--- config.mk ---
export PLATFORM = sky130hd
export DESIGN_NAME = vsi_dram_scrubber
export DESIGN_NICKNAME = d
export VERILOG_FILES = /design/src/rtl/vsi_dram_scrubber.sv
export SDC_FILE = /design/constraint.sdc
export NUM_CORES = 1
export LEC_CHECK = 0
export CAP_MARGIN = 20
export CORE_AREA = 2 2 302 304
export CTS_CLUSTER_DIAMETER = 120
export DETAILED_ROUTE_END_ITERATION = 7
export DIE_AREA = 0 0 304 306
export HOLD_SLACK_MARGIN = 0.05
export PLACE_DENSITY = 0.39
export SYNTH_ARGS = -nofsm -noshare
export SYNTH_HDL_FRONTEND = slang
export SYNTH_SLANG_ARGS = --single-unit
--- constraint.sdc ---
create_clock -name clk -period 5.3 [get_ports clk]
set_clock_uncertainty 0.1 [all_clocks]
set_input_delay 1.325 -clock clk [delete_from_list [all_inputs] [get_ports clk]]
set_output_delay 1.325 -clock clk [all_outputs]
set_load 0.01 [all_outputs]
--- src/rtl/vsi_dram_scrubber.sv ---
// vsi_dram_scrubber: zero-fills DRAM [0, MAX_ADDR) one AXI write burst at a time
module vsi_dram_scrubber #(
  parameter logic [63:0] MAX_ADDR  = 64'h4_0000_0000,
  parameter int          BURST_LEN = 63,
  parameter logic [15:0] AXI_ID    = 16'h0
) (
  input  logic         clk,
  input  logic         rst,
  input  logic         scrb_enable,
  output logic [63:0]  scrb_addr,
  output logic [2:0]   scrb_state,
  output logic         scrb_done,
  output logic         scrb_err,
  output logic [15:0]  awid,
  output logic [63:0]  awaddr,
  output logic [7:0]   awlen,
  output logic [2:0]   awsize,
  output logic         awvalid,
  input  logic         awready,
  output logic [15:0]  wid,
  output logic [511:0] wdata,
  output logic [63:0]  wstrb,
  output logic         wlast,
  output logic         wvalid,
  input  logic         wready,
  input  logic [15:0]  bid,
  input  logic [1:0]   bresp,
  input  logic         bvalid,
  output logic         bready
);
  typedef enum logic [2:0] {IDLE, ADDR, DATA, RESP, DONE} state_t;
  localparam logic [63:0] BB   = 64'(BURST_LEN + 1) << 6;
  localparam logic [7:0]  LAST = 8'(BURST_LEN);
  state_t      state, state_n;
  logic [63:0] addr_n;
  logic [7:0]  beat, beat_n;
  logic        stop, stop_n, err_n;
  logic        unused_bid;
  assign unused_bid = ^bid;
  // All handshake outputs derive from registered state only
  assign scrb_state = state;
  assign scrb_done  = state == DONE;
  assign awid       = AXI_ID;
  assign awaddr     = scrb_addr;
  assign awlen      = LAST;
  assign awsize     = 3'd6;
  assign awvalid    = state == ADDR;
  assign wid        = AXI_ID;
  assign wdata      = '0;
  assign wstrb      = '1;
  assign wvalid     = state == DATA;
  assign wlast      = state == DATA && beat == LAST;
  assign bready     = state == RESP;
  // Next-state, progress address, beat count, stop request and sticky error
  always_comb begin
    state_n = state;
    addr_n  = scrb_addr;
    beat_n  = beat;
    stop_n  = stop | ~scrb_enable;
    err_n   = scrb_err;
    case (state)
      IDLE: begin
        stop_n = 1'b0;
        addr_n = '0;
        if (scrb_enable) begin
          state_n = ADDR;
          err_n   = 1'b0;
        end
      end
      ADDR: if (awready) begin
        state_n = DATA;
        beat_n  = '0;
      end
      DATA: if (wready) begin
        beat_n  = beat + 8'd1;
        state_n = beat == LAST ? RESP : DATA;
      end
      RESP: if (bvalid) begin
        err_n = scrb_err | (bresp != 2'b00);
        if (scrb_addr + BB == MAX_ADDR) begin
          state_n = DONE;
          addr_n  = MAX_ADDR;
        end else if (stop_n) begin
          state_n = IDLE;
          addr_n  = '0;
        end else begin
          state_n = ADDR;
          addr_n  = scrb_addr + BB;
        end
      end
      DONE: begin
        stop_n = stop;
        if (!scrb_enable) begin
          state_n = IDLE;
          addr_n  = '0;
        end
      end
      default: state_n = IDLE;
    endcase
  end
  // State registers with synchronous reset
  always_ff @(posedge clk) begin
    if (rst) begin
      state     <= IDLE;
      scrb_addr <= '0;
      beat      <= '0;
      stop      <= 1'b0;
      scrb_err  <= 1'b0;
    end else begin
      state     <= state_n;
      scrb_addr <= addr_n;
      beat      <= beat_n;
      stop      <= stop_n;
      scrb_err  <= err_n;
    end
  end
endmodule

==> metrics.csv, run 1 <==
metric,value,unit
status,finished clean,
Die X,304,um
peak supply drop,0.136,mV
CP Capture Type,flip-flop,
I/O Pins,780,
peak per-stage delay on the critical path,0.64,ns
fraction of registers with async set or reset after synthesis,0,%
Syn Inst Count,1330,
I/O Buffers,120,
initial antenna violation count,5,
CP Launch Type,flip-flop,
Crit path required time,5.44,ns
static leakage,0.00425,uW
via count,6954,
Slew Limit Fails,0,
Post-synth EDFFs,0,
row count,110,
drt drc,0,
Bufs on Longest Clock Path,2,
maximum level of the CTS H-tree,3,
clk sinks,65,
Cell variety after synth,71,
CTS tree,built,
CTS Hold Bufs,0,
post-CTS setup buffer count,0,
syn avg cell area,7.62,sq um
setup violators final,0,
post-synthesis register bit count,65,
wire per inst,12.1,um
max-cap viol count,0,
clk slew on worst S/H paths,0.06,ns
crit share post-route,87.0,%
Crit Path Max Fanout,13,
Final Hold Fails,0,
worst-margin pin slew,0.978,ns
CTS root buffer,clkbuf_16,
Routed Antenna Nets,0,
most frequent cells in the layout,"643 x conb_1, 119 x clkdlybuf4s50_1, 65 x dfxtp_1, 59 x nand2_1, 47 x nand3_1",
Final min period,4.61,ns
Ant. Diodes,0,
CP arrival,4.76,ns
vias in the first global route,5432,
final net count,1412,
sequential element share of the synthesized area,12.8,%
layout cells sized above 1,6.84,%
total grt overflow,0,
area of the mapped netlist,0.0101,sq mm
pin count of the biggest net entering global routing,37,
synth-to-layout area growth,1.73,%
Synth Warn #,0,
Starting DRT DRC Count,379,
Worst Path Buf+Inv,1,
Starting Density,11.3,%
final instance area,0.0103,sq mm
worst min-delay path category,flip-flop to flip-flop,
ys flop type,dfxtp_1,
setup TNS,0,ns
DP Area,0.0100,sq mm
"CP delay by family, top",simple AND/OR/NAND/NOR gates,
global-route wire length before repair,40.2,mm
gr usage total,6.00,%
via-per-instance ratio,2.71,
"Clk Latency, worst-skew pair",0.36,ns
post-DP HPWL,25.3,mm
Tot Pwr,1590,uW
clock buffer count from CTS,9,
Yosys top cell area share,51.6,%
ranking of synthesized cells by area,"buf_4 52%, dfxtp_1 13%, xnor2_1 2.4%",
Slew Limit Headroom,34.7,%
First-pass DRT Iterations,5,
"most common cell after layout, fill and taps aside",conb_1,
crit-path cells,"nand3_1, or3_1, or2_1, or4_1, a2111o_1, nor4_2, nor4_4, buf_8, a221o_1",
core area,0.0896,sq mm
placer's final routability congestion estimate,0.779,
Power per Cell Area,154,mW/mm^2
Yosys top cell by area,buf_4,
RSZ-0062 raised after global routing,false,
"Slowest-stage cell, CP",or3_1,
fmax,217,MHz
Die Ht,306,um
cts repair resizes,0,
die area,0.0930,sq mm
Post-Route WL,31.0,mm
WS Path Type,flip-flop to flip-flop,
==> cell families (layout without fill, tap and decap cells) <==
group / Yosys count / count (layout) / share of synthesized area (%)
mux: 6 / 6 / 0.618
fa+ha+maj: 3 / 3 / 0.371
xor+xnor: 50 / 50 / 4.32
buf+inv: 763 / 181 / 54.6
other cells: 2 / 643 / 0.0741
flops: 65 / 65 / 12.8
compound gates: 93 / 93 / 6.84
simple gates: 348 / 348 / 20.3
==> flip-flops by register name, summed over array words and instances, names as in the netlist <==
register    count
scrb_err        1
beat            8
stop            1
awaddr         52
scrb_state      3
==> Yosys cell counts, types with 5 or more instances <==
cell type / count
a211o_1: 5
a21oi_1: 17
a221o_1: 8
a22o_1: 5
and2_1: 6
and3_1: 18
and4_1: 8
buf_2: 14
buf_4: 696
clkbuf_1: 35
dfxtp_1: 65
inv_1: 11
nand2_1: 59
nand3_1: 47
nand4_1: 22
nor2_1: 45
nor3_1: 36
nor3_2: 20
nor4_1: 17
nor4b_1: 8
nor4bb_1: 6
o21ai_0: 12
o31ai_1: 5
or2_2: 5
or3_1: 12
or4_1: 13
xnor2_1: 28
xor2_1: 22
==> cell type report <==
cell class                 count  area, sq um
fill                       10400        79300
multi-input combinational   1143         5720
timing repair buffer         155         1480
tap                         1176         1470
sequential                    65         1300
clock buffer                  13          260
inverter                      11         41.3
clock inverter                 2         37.5
==> tightest hold or removal path: cells and delay by family, from the launching register on <==
kind,cells,cell delay [ns]
DFF,1,0.31
AOI/OAI and AO/OA,2,0.12
==> path summary, 6_finish.rpt <==
kind | startpoint | end | slack, ns | cells after the start
worst max-delay path | awaddr[18]$_SDFFE_PP0P_ | awaddr[47]$_SDFFE_PP0P_ | 0.69 | 9
worst min-delay path | scrb_err$_SDFFE_PP0P_ | scrb_err$_SDFFE_PP0P_ | 0.38 | 2
worst max register to register | awaddr[18]$_SDFFE_PP0P_ | awaddr[47]$_SDFFE_PP0P_ | 0.69 | 9
worst min register to register | scrb_err$_SDFFE_PP0P_ | scrb_err$_SDFFE_PP0P_ | 0.38 | 2
==> layer usage <==
layer	track usage, %	share of wire (%)	vias to the layer above
li1	-	-	3229
met1	8.11	44	3312
met2	9.80	49	391
met3	1.02	5.9	20
met4	1.59	1.2	2
met5	0	0.042	-
==> power by group <==
group | switching (uW) | internal (uW) | total [uW]
clock | 248 | 388 | 636
combinational | 378 | 67.9 | 446
sequential | 11.2 | 496 | 507
total | 638 | 952 | 1590
==> through the flow <==
| step | std cells | hold WS [ns] | setup WS (ns) | util [%] |
|---|---|---|---|---|
| floorplan | 1971 | 0.367 | 1.42 | - |
| global placement | 2549 | 0.369 | 0.706 | 11.2 |
| detailed placement | 2550 | 0.378 | 0.684 | 11.2 |
| CTS | 2565 | 0.387 | 0.618 | 11.5 |
| global route | 2565 | 0.406 | 0.449 | 11.5 |
| finish | 2565 | 0.378 | 0.688 | 11.5 |
(Power assumes the default switching activity.)
==> run 2, diff against run 1 <==
RECOVER_POWER = 50   (was unset)
SETUP_SLACK_MARGIN = 0.5   (was unset)
==> run 2 against run 1 <==
Net effect: the run now ends with max-capacitance violations, max-slew violations left; sequential share of layout area about the same; non-clock buffer count unchanged; combinational power barely moved; first-iteration DRC count shrank 9.5%; critical path type unchanged.
==> metrics.csv, run 2 (synthesis results as in run 1) <==
metric,value,unit
failing checks,"max-capacitance violations, max-slew violations",
via-per-instance ratio,2.72,
clk sinks,65,
post-CTS setup buffer count,0,
placer's final routability congestion estimate,0.779,
total grt overflow,0,
setup TNS,0,ns
pre-CTS WS,0.684,ns
Die Ht,306,um
synth-to-layout area growth,1.37,%
RSZ-0062 raised after global routing,false,
worst-margin pin slew,2.01,ns
layout cells sized above 1,5.98,%
Routed Antenna Nets,0,
CTS Hold Bufs,0,
WS Path Type,flip-flop to flip-flop,
Crit Path Max Fanout,15,
Slew Limit Headroom,-33.7,%
CP Capture Type,flip-flop,
CTS tree,built,
"Clk Latency, worst-skew pair",0.35,ns
row count,110,
I/O Buffers,120,
worst min-delay path category,flip-flop to flip-flop,
CP arrival,4.60,ns
post-DP HPWL,25.3,mm
Starting DRT DRC Count,343,
peak supply drop,0.136,mV
via count,6970,
Starting Density,11.3,%
wire per inst,12.1,um
Tot Pwr,1590,uW
"most common cell after layout, fill and taps aside",conb_1,
Bufs on Longest Clock Path,2,
die area,0.0930,sq mm
core area,0.0896,sq mm
Final Worst Setup Slack,0.815,ns
Final min period,4.48,ns
clk slew on worst S/H paths,0.06,ns
static leakage,0.00446,uW
gr usage total,6.00,%
Power per Cell Area,155,mW/mm^2
max reg flops,52,
Slew Limit Fails,37,
Die X,304,um
crit share post-route,84.6,%
global-route wire length before repair,40.2,mm
final net count,1412,
status,"complete, but fails checks",
initial antenna violation count,7,
setup violators final,0,
clock buffer count from CTS,9,
max-cap viol count,1,
First-pass DRT Iterations,4,
most frequent cells in the layout,"643 x conb_1, 74 x dlygate4sd3_1, 65 x dfxtp_1, 59 x nand2_1, 47 x nand3_1",
Ant. Diodes,0,
Post-Route WL,31.0,mm
maximum level of the CTS H-tree,3,
fmax,223,MHz
Crit path required time,5.41,ns
vias in the first global route,5432,
slack of the worst reg-to-reg path,0.82,ns
drt drc,0,
pin count of the biggest net entering global routing,37,
Final Hold Fails,0,
CTS root buffer,clkbuf_16,
I/O Pins,780,
CP Launch Type,flip-flop,
-- run 2: metal layers --
metal	global-route usage (%)	wire length, um
met5	0	13
met4	1.59	384
met3	1.02	1810
met2	9.80	15200
met1	8.11	13600
-- run 2: metrics by stage --
stage	util (%)	std cells	hold slack [ns]	instance area (sq um)
3_5_place_dp	11.2	2550	0.378	10000
5_1_grt	11.5	2565	0.403	10300
6_report	11.5	2565	0.375	10300
2_1_floorplan	-	1971	0.367	12500
3_3_place_gp	11.2	2549	0.369	9990
4_1_cts	11.5	2565	0.387	10300
-- run 2: timing repair --
item                                    in CTS  in global routing
endpoints found under the hold margin        0                  0
gates resized for setup                      0                  1
endpoints found under the setup margin       0                  7
-- run 2: area by class of cell --
type	count	area, sq um
clock buffers	13	260
clock inverters	2	37.5
fillers	10400	79300
inverters	11	41.3
multi-input cells	1143	5720
flip-flops and latches	65	1300
well taps	1176	1470
repair buffers	155	1430
-- run 2: worst paths after layout --
| path | end | from | cells past startpoint |
|---|---|---|---|
| hold / removal | scrb_err$_SDFFE_PP0P_ | scrb_err$_SDFFE_PP0P_ | 2 |
| hold reg to reg | scrb_err$_SDFFE_PP0P_ | scrb_err$_SDFFE_PP0P_ | 2 |
| setup / recovery | awaddr[39]$_SDFFE_PP0P_ | awaddr[45]$_SDFFE_PP0P_ | 12 |
| setup reg to reg | awaddr[39]$_SDFFE_PP0P_ | awaddr[45]$_SDFFE_PP0P_ | 12 |
-- run 2: power by group --
group          switching (uW)  internal (uW)
sequential               11.1            496
clock                     247            388
combinational             379           66.8
total                     637            951
-- run 2: critical path: stages, from the launching register on --
cell and delay (ns):
dfxtp_1 0.30, clkbuf_1 0.63, and3_1 0.29, nand2_1 0.16, or4_4 0.59, o31a_1 0.30, or4_1 0.52, or4_4 0.58
nor4_4 0.20, buf_4 0.25, o21a_4 0.17, buf_12 0.17, nor3_2 0.06
==> run 3, diff against run 2 <==
clock period = 4.3 ns   (was 5.3 ns; I/O delays follow)
==> run 3 against run 2 <==
Net effect: the flow now finishes without violations; worst setup slack lost 0.37 ns; critical path depth rose by 1; design area increased by 7.1%; via count rose by 3.6%; register-to-register slack got worse by 0.37 ns; maximum frequency is 16% higher; sequential share of layout area down 0.78 points; hold slack better by 0.00069 ns; global-route usage is 0.26 points higher; count of clock-buffer cells in the layout fell by 4; sequential cell count unchanged.
==> metrics.csv, run 3 (synthesis results as in run 1) <==
metric,value,unit
status,finished clean,
Starting Density,11.3,%
crit share post-route,89.6,%
placer's final routability congestion estimate,0.797,
maximum level of the CTS H-tree,3,
row count,110,
static leakage,0.00481,uW
clock buffer count from CTS,9,
Hold Startpoint,scrb_err$_SDFFE_PP0P_,
Worst R2R Start,awaddr[14]$_SDFFE_PP0P_,
"Clk Latency, worst-skew pair",0.36,ns
via count,7218,
CTS root buffer,clkbuf_16,
hold endpoint,scrb_err$_SDFFE_PP0P_,
Die Ht,306,um
most frequent cells in the layout,"643 x conb_1, 76 x buf_4, 60 x dfxtp_1, 60 x clkdlybuf4s50_1",
core area,0.0896,sq mm
First-pass DRT Iterations,5,
CTS tree,built,
RSZ-0062 raised after global routing,true,
max-cap viol count,0,
clk sinks,65,
CP arrival,4.00,ns
via-per-instance ratio,2.74,
final instance area,0.0110,sq mm
CP Launch Type,flip-flop,
CTS Hold Bufs,0,
Post-Route WL,32.4,mm
WS Path Type,flip-flop to flip-flop,
clk slew on worst S/H paths,0.06,ns
Slew Limit Fails,0,
Fillers,10400,
setup violators final,0,
initial antenna violation count,1,
Bufs on Longest Clock Path,2,
pin count of the biggest net entering global routing,31,
global-route wire length before repair,41.7,mm
Final min period,3.85,ns
Ant. Diodes,0,
Crit path required time,4.45,ns
crit-path cells,"clkbuf_1, and4_1, nand2_1, nor4_2, xnor2_1, and4_1, nand3_1, nor4_2, buf_4, nor4_4, buf_4, buf_12, a221o_1",
FF-to-FF path depth,13,
peak supply drop,0.148,mV
worst-margin pin slew,0.860,ns
I/O Pins,780,
max reg flops,52,
setup TNS,0,ns
"most common cell after layout, fill and taps aside",conb_1,
gr usage total,6.26,%
total grt overflow,0,
die area,0.0930,sq mm
wire per inst,12.3,um
CP Capture Type,flip-flop,
drt drc,0,
Power per Cell Area,188,mW/mm^2
Final Hold Fails,0,
synth-to-layout area growth,8.53,%
Routed Antenna Nets,0,
post-DP HPWL,26.7,mm
Starting DRT DRC Count,343,
layout cells sized above 1,11.7,%
Crit Path Max Fanout,9,
slack of the worst reg-to-reg path,0.45,ns
worst hold path depth,2,
final net count,1481,
Slew Limit Headroom,42.6,%
fmax,260,MHz
I/O Buffers,120,
peak per-stage delay on the critical path,0.62,ns
"Slowest-stage cell, CP",nor4_2,
worst min-delay path category,flip-flop to flip-flop,
Die X,304,um
DP Area,0.0105,sq mm
r2r endpoint,awaddr[40]$_SDFFE_PP0P_,
post-layout util,12.3,%
vias in the first global route,5625,
[run 3: worst max-delay path by stage]
| stage | slack [ns] | cells after the start | endpoint | start |
|---|---|---|---|---|
| 2_1_floorplan | 0.53 | 13 | awaddr[16]$_SDFFE_PP0P_ | awaddr[17]$_SDFFE_PP0P_ |
| 5_1_grt | 0.28 | 13 | awaddr[40]$_SDFFE_PP0P_ | awaddr[49]$_SDFFE_PP0P_ |
| 4_1_cts | 0.51 | 11 | awaddr[40]$_SDFFE_PP0P_ | awaddr[22]$_SDFFE_PP0P_ |
| 6_report | 0.45 | 13 | awaddr[40]$_SDFFE_PP0P_ | awaddr[14]$_SDFFE_PP0P_ |
| 3_3_place_gp | 0.36 | 10 | awaddr[34]$_SDFFE_PP0P_ | awaddr[20]$_SDFFE_PP0P_ |
| 3_5_place_dp | 0.36 | 10 | awaddr[34]$_SDFFE_PP0P_ | awaddr[20]$_SDFFE_PP0P_ |
[run 3: final cells by class]
type	instances	area (sq um)	share of cell area [%]
Inverter	11	41.3	0.376
Clock inverter	7	95.1	0.865
Multi-Input combinational cell	1143	5840	53.1
Clock buffer	9	225	2.05
Timing Repair Buffer	224	2020	18.3
Tap cell	1176	1470	13.4
Sequential cell	65	1310	11.9
[run 3: through the flow]
| step | instances | power, uW | hold slack (ns) | setup slack [ns] |
|---|---|---|---|---|
| 6_report | 2635 | 2070 | 0.376 | 0.447 |
| 5_1_grt | 2635 | 2170 | 0.424 | 0.279 |
| 3_3_place_gp | 2610 | 1240 | 0.379 | 0.362 |
| 2_1_floorplan | 1971 | 1500 | 0.367 | 0.531 |
| 4_1_cts | 2626 | 2100 | 0.381 | 0.512 |
| 3_5_place_dp | 2610 | 1240 | 0.371 | 0.359 |
[run 3: worst max-delay path: cells and delay by family (launching register included)]
family / cells / cell delay [ns]
and+or+nand+nor: 7 / 1.83
DFF: 1 / 0.37
xor gates and xnor gates: 1 / 0.21
AOI/OAI and AO/OA: 1 / 0.28
buffers and inverters: 4 / 0.92
[run 3: power breakdown]
part / total (uW) / switching (uW) / leakage [uW] / internal (uW)
sequential: 625 / 14.1 / 0.000526 / 611
combinational: 608 / 482 / 0.00412 / 126
clock: 836 / 329 / 0.000155 / 507
total: 2070 / 825 / 0.00481 / 1240
[run 3: repair_timing]
action                     4_1_cts  5_1_grt
gates resized for setup          8       30
hold endpoints to repair         0        0
setup buffers                    0        8
gates cloned                     0        1
pin swaps                        0       10
setup endpoints to repair       34       38
[run 3: per-layer routing]
layer	vias to the layer above	track usage (%)	routed length (um)
met1	3440	8.41	14500
met3	15	1.12	1860
met4	0	1.53	314
met5	-	0	0
met2	399	10.3	15700
li1	3364	-	-
